--- config.mk ---
export PLATFORM = sky130hd
export DESIGN_NAME = seg7_scan_driver
export DESIGN_NICKNAME = d
export VERILOG_FILES = /design/src/rtl/seg7_scan_driver.sv
export SDC_FILE = /design/constraint.sdc
export NUM_CORES = 1
export LEC_CHECK = 0
export CORE_ASPECT_RATIO = 0.6
export CORE_MARGIN = 2
export CORE_UTILIZATION = 40
export DETAILED_ROUTE_END_ITERATION = 10
export HOLD_SLACK_MARGIN = 0.05
export PLACE_DENSITY = 0.63
export RECOVER_POWER = 100
export SLEW_MARGIN = 40
export SYNTH_ARGS = -nofsm -noshare
export SYNTH_HDL_FRONTEND = slang
export SYNTH_SLANG_ARGS = --single-unit
--- constraint.sdc ---
create_clock -name clk -period 3.96 [get_ports clk]
set_input_delay 0.99 -clock clk [delete_from_list [all_inputs] [get_ports clk]]
set_output_delay 0.99 -clock clk [all_outputs]
set_load 0.02 [all_outputs]
--- src/rtl/seg7_scan_driver.sv ---
// Scanned N-digit common-anode 7-segment driver with one shared hex decoder,
// per-digit decimal points, optional leading-zero blanking and a frame-aligned double buffer.
module seg7_scan_driver #(
  parameter int NUM_DIGITS  = 4,
  parameter int REFRESH_DIV = 100000,
  parameter bit LZ_BLANK    = 1'b0,
  parameter int IDX_W       = (NUM_DIGITS > 1) ? $clog2(NUM_DIGITS) : 1
) (
  input  logic                    clk,
  input  logic                    rst_n,
  input  logic                    en,
  input  logic                    load,
  input  logic [4*NUM_DIGITS-1:0] value,
  input  logic [NUM_DIGITS-1:0]   dp_in,
  output logic [6:0]              seg,
  output logic                    dp,
  output logic [NUM_DIGITS-1:0]   an,
  output logic [IDX_W-1:0]        digit_idx,
  output logic                    frame_done
);

  localparam int CNT_W = $clog2(REFRESH_DIV);
  localparam logic [CNT_W-1:0] CNT_MAX = CNT_W'(REFRESH_DIV - 1);
  localparam logic [IDX_W-1:0] IDX_MAX = IDX_W'(NUM_DIGITS - 1);

  logic [CNT_W-1:0]        cnt;
  logic [4*NUM_DIGITS-1:0] shadow_val, disp_val, val_nxt;
  logic [NUM_DIGITS-1:0]   shadow_dp, disp_dp, dp_nxt_vec;
  logic                    pending;

  logic                    tick, wrap;
  logic [IDX_W-1:0]        idx_nxt;
  logic [NUM_DIGITS-1:0]   blank;
  logic                    all_zero;
  logic [3:0]              nib;
  logic [6:0]              seg_nxt;
  logic [NUM_DIGITS-1:0]   an_nxt;
  logic                    dp_nxt;

  function automatic logic [6:0] hex7(input logic [3:0] h);
    case (h)
      4'h0: hex7 = 7'b0000001;
      4'h1: hex7 = 7'b1001111;
      4'h2: hex7 = 7'b0010010;
      4'h3: hex7 = 7'b0000110;
      4'h4: hex7 = 7'b1001100;
      4'h5: hex7 = 7'b0100100;
      4'h6: hex7 = 7'b0100000;
      4'h7: hex7 = 7'b0001111;
      4'h8: hex7 = 7'b0000000;
      4'h9: hex7 = 7'b0000100;
      4'hA: hex7 = 7'b0001000;
      4'hB: hex7 = 7'b1100000;
      4'hC: hex7 = 7'b0110001;
      4'hD: hex7 = 7'b1000010;
      4'hE: hex7 = 7'b0110000;
      default: hex7 = 7'b0111000;
    endcase
  endfunction

  always_comb begin
    tick    = en && (cnt == CNT_MAX);
    wrap    = tick && (digit_idx == IDX_MAX);
    idx_nxt = digit_idx;
    if (tick) idx_nxt = wrap ? '0 : digit_idx + 1'b1;
    // Display takes the shadow only at frame start so a frame never mixes old and new data.
    val_nxt    = (wrap && pending) ? shadow_val : disp_val;
    dp_nxt_vec = (wrap && pending) ? shadow_dp  : disp_dp;
  end

  always_comb begin
    all_zero = 1'b1;
    blank    = '0;
    for (int k = NUM_DIGITS - 1; k >= 0; k--) begin
      all_zero = all_zero && (val_nxt[4*k +: 4] == 4'h0);
      blank[k] = LZ_BLANK && (k != 0) && all_zero;
    end
  end

  always_comb begin
    nib     = val_nxt[{idx_nxt, 2'b00} +: 4];
    seg_nxt = blank[idx_nxt] ? 7'b1111111 : hex7(nib);
    an_nxt  = ~(NUM_DIGITS'(1) << idx_nxt);
    dp_nxt  = ~dp_nxt_vec[idx_nxt];
  end

  always_ff @(posedge clk) begin
    if (!rst_n) begin
      cnt        <= '0;
      digit_idx  <= '0;
      frame_done <= 1'b0;
      shadow_val <= '0;
      shadow_dp  <= '0;
      pending    <= 1'b0;
      disp_val   <= '0;
      disp_dp    <= '0;
      seg        <= 7'b1111111;
      dp         <= 1'b1;
      an         <= '1;
    end else begin
      if (en) cnt <= tick ? '0 : cnt + 1'b1;
      digit_idx  <= idx_nxt;
      frame_done <= wrap;
      disp_val   <= val_nxt;
      disp_dp    <= dp_nxt_vec;
      // A load on the wrap edge lands in shadow and stays pending for the next frame.
      if (load) begin
        shadow_val <= value;
        shadow_dp  <= dp_in;
        pending    <= 1'b1;
      end else if (wrap) begin
        pending    <= 1'b0;
      end
      if (en) begin
        seg <= seg_nxt;
        dp  <= dp_nxt;
        an  <= an_nxt;
      end else begin
        seg <= 7'b1111111;
        dp  <= 1'b1;
        an  <= '1;
      end
    end
  end

endmodule

==> qor.csv <==
metric,value,unit
grt_pass1_vias,2582,
grt_pass1_wl,12610,µm
syn_to_final_growth,26.33,%
root_buffer,clkbuf_16,
first_iter_violations,195,
crit_type,primary input to flip-flop,
initial_utilization,0.4090,
crit_path_end_kind,flip-flop,
seqCellArea,1461,µm²
clkSlewWorstSetupHoldPaths,0.06,ns
ys_seq_elements,73,
clock_latency,0.33,ns
htreeDepth,3,
postCtsHoldBufs,0,
die_w,124.1,µm
power.density,407.3,nW/µm²
seqPwrFrac,0.430,
multi_input_area,1881,µm²
dieArea,9433,µm²
ctsResizeCount,0,
drive_gt1_frac,0.08817,
violations,"max-capacitance violations, max-slew violations",
synth-edff-count,0,
antenna_found_initial,0,
synth_warnings,0,
syn_avg_cell_area,9.177,µm²
vias_per_cell,5.026,
drc,0,
overflow,0,
switchingPower,345.2,µW
critPathLaunchType,primary input,
ys_types,48,
max-vdd-ir-drop,0.2094,mV
place_congestion,0.8255,
status,"complete, but fails checks",
routed_wl,7682,µm
final_common_cell,dfxtp_1,
diodes,0,
track_usage,0.1721,
netSwitchingFraction,0.1939,
leakagePower,0.001689,µW
grt_max_degree,49,
vias,2729,
synth_nets,409,
drtPass1Iterations,4,
place_ws,0.004589,ns
cts-buffers-inserted,9,
dp_hpwl,5662,µm
drv_slew,71,
rows,26,
io_pins,39,
final_cell_mix,"dfxtp_1, nand2_1, mux2i_1",
fillers,814,
seq_area_frac_synth,0.4224,
fin_nets,458,
fin_crit_sh,0.9311,
hp-class,flip-flop to flip-flop,
io_buffer_count,38,
cts_buffer_depth,2,
die_h,76.04,µm
synth_top_flop_cell,dfxtp_1,
ys_async_sr_fraction,0,
core_area,8458,µm²
crit_required,4.17,ns
fin_skew,0.005279,ns
critPathMaxFanout,7,
cts_tree,done,
hold_viol_final,0,
finalSetupViolCount,0,
max_freq,0.2712,GHz
power_frac_clock,0.521,
setup_ws,0.2727,ns
wl_per_cell,14.15,µm
synth_area,3460,µm²
max_cap_violations,2,
critPathArrivalTime,3.90,ns
tightest_slew,1.597,ns
period_minus_slack,3.687,ns
pwr-share-comb,0.049,
p_int,1435,µW
synthCells,377,
rsz0062_at_grt,false,
relSlewSlack,-0.06497,
cts_num_sinks,73,
post-cts-setup-buffers,0,
antenna_left,0,
tns,0,ns
synthesized netlist by cell type (all sizes together) (2+ instances only):
library cell,number,share of area
mux2i,44,0.13
clkbuf,13,0.014
nand3,11,0.016
xnor2,4,0.010
mux2,7,0.024
nand4,5,0.0090
nand2b,3,0.0054
nand3b,4,0.0087
o21ai,8,0.012
and3,4,0.0072
or3,5,0.0090
buf,8,0.013
xor2,9,0.023
o211ai,3,0.0065
nor2,26,0.028
nand2,52,0.056
nor4b,2,0.0051
dfxtp,73,0.42
and2,3,0.0054
nor2b,29,0.052
nor3,2,0.0029
o22ai,4,0.0072
inv,8,0.0087
o211a,2,0.0058
a211oi,2,0.0043
a21boi,16,0.035
nand4bb,2,0.0065
ha,8,0.029
a21oi,5,0.0072
nor4,2,0.0036
worst paths after layout:
| kind | start | slack [ns] | depth (start not counted) | to |
|---|---|---|---|---|
| worst max-delay path | en | 0.27 | 13 | seg[6]$_SDFF_PN1_ |
| worst min-delay path | disp_val[10]$_SDFF_PN0_ | 0.47 | 2 | disp_val[10]$_SDFF_PN0_ |
| worst max register to register | digit_idx[0]$_SDFF_PN0_ | 0.69 | 9 | seg[2]$_SDFF_PN1_ |
| worst min register to register | disp_val[10]$_SDFF_PN0_ | 0.47 | 2 | disp_val[10]$_SDFF_PN0_ |
cells by family after synthesis:
kind of cell	Yosys count	share of synthesized area
XOR/XNOR	13	0.03291
flip-flops	73	0.4224
multiplexers	52	0.1577
AND/OR/NAND/NOR	155	0.2282
buffers and inverters	29	0.03581
adder cells (fa/ha/maj)	8	0.02893
AO/OA/AOI/OAI	47	0.09403
metrics by stage:
stage / hold WS [ns] / cells / total power (µW) / utilization / cell area [µm²]
after floorplan: 0.4378 / 377 / 826.5 / - / 3461
after detailed placement: 0.4611 / 527 / 869.7 / 0.4788 / 4050
after global routing: 0.4927 / 543 / 1844 / 0.5167 / 4370
after CTS: 0.4684 / 543 / 1806 / 0.5197 / 4395
after global placement: 0.4541 / 527 / 868.2 / 0.4788 / 4050
final: 0.4729 / 543 / 1780 / 0.5167 / 4370
power by group through the flow:
| stage | Clock, µW | Combinational [µW] | Sequential [µW] |
|---|---|---|---|
| floorplan | 0 | 45.5 | 781 |
| global placement | 0 | 87.4 | 781 |
| detailed placement | 0 | 88.9 | 781 |
| CTS | 952 | 89.0 | 765 |
| global route | 982 | 96.0 | 766 |
| finish | 928 | 87.0 | 765 |
state kept, by name, summed over array words and instances, names as in the netlist:
name,cells
pending,1
cnt,17
disp_val,16
shadow_val,16
seg,7
dp,1
an,4
frame_done,1
disp_dp,4
shadow_dp,4
digit_idx,2
per-layer routing:
layer / wire length (µm) / vias to the layer above / track usage
met5: 0 / - / 0
met4: 65 / 0 / 0.04831
met3: 375 / 5 / 0.05015
met2: 3097 / 59 / 0.2443
met1: 4144 / 1272 / 0.2522
li1: - / 1393 / -
critical path, cell delays in order:
cell and delay [ns]:
clkdlybuf4s50_1 0.48, nand3_1 0.11, or3_1 0.41, nor2_1 0.16
mux2i_1 0.20, clkbuf_2 0.25, mux2i_1 0.24, a21o_1 0.19
inv_1 0.08, ha_1 0.20, or3_1 0.37, a21oi_1 0.15
a211oi_1 0.06
area by class of cell:
cell class	instances	share of cell area
Tap cell	112	0.03206
Multi-Input combinational cell	275	0.4303
Clock inverter	5	0.02348
Inverter	8	0.006871
Sequential cell	73	0.3344
Timing Repair Buffer	59	0.1174
Clock buffer	11	0.05554
No activity file was read; power rests on OpenSTA's default activity.
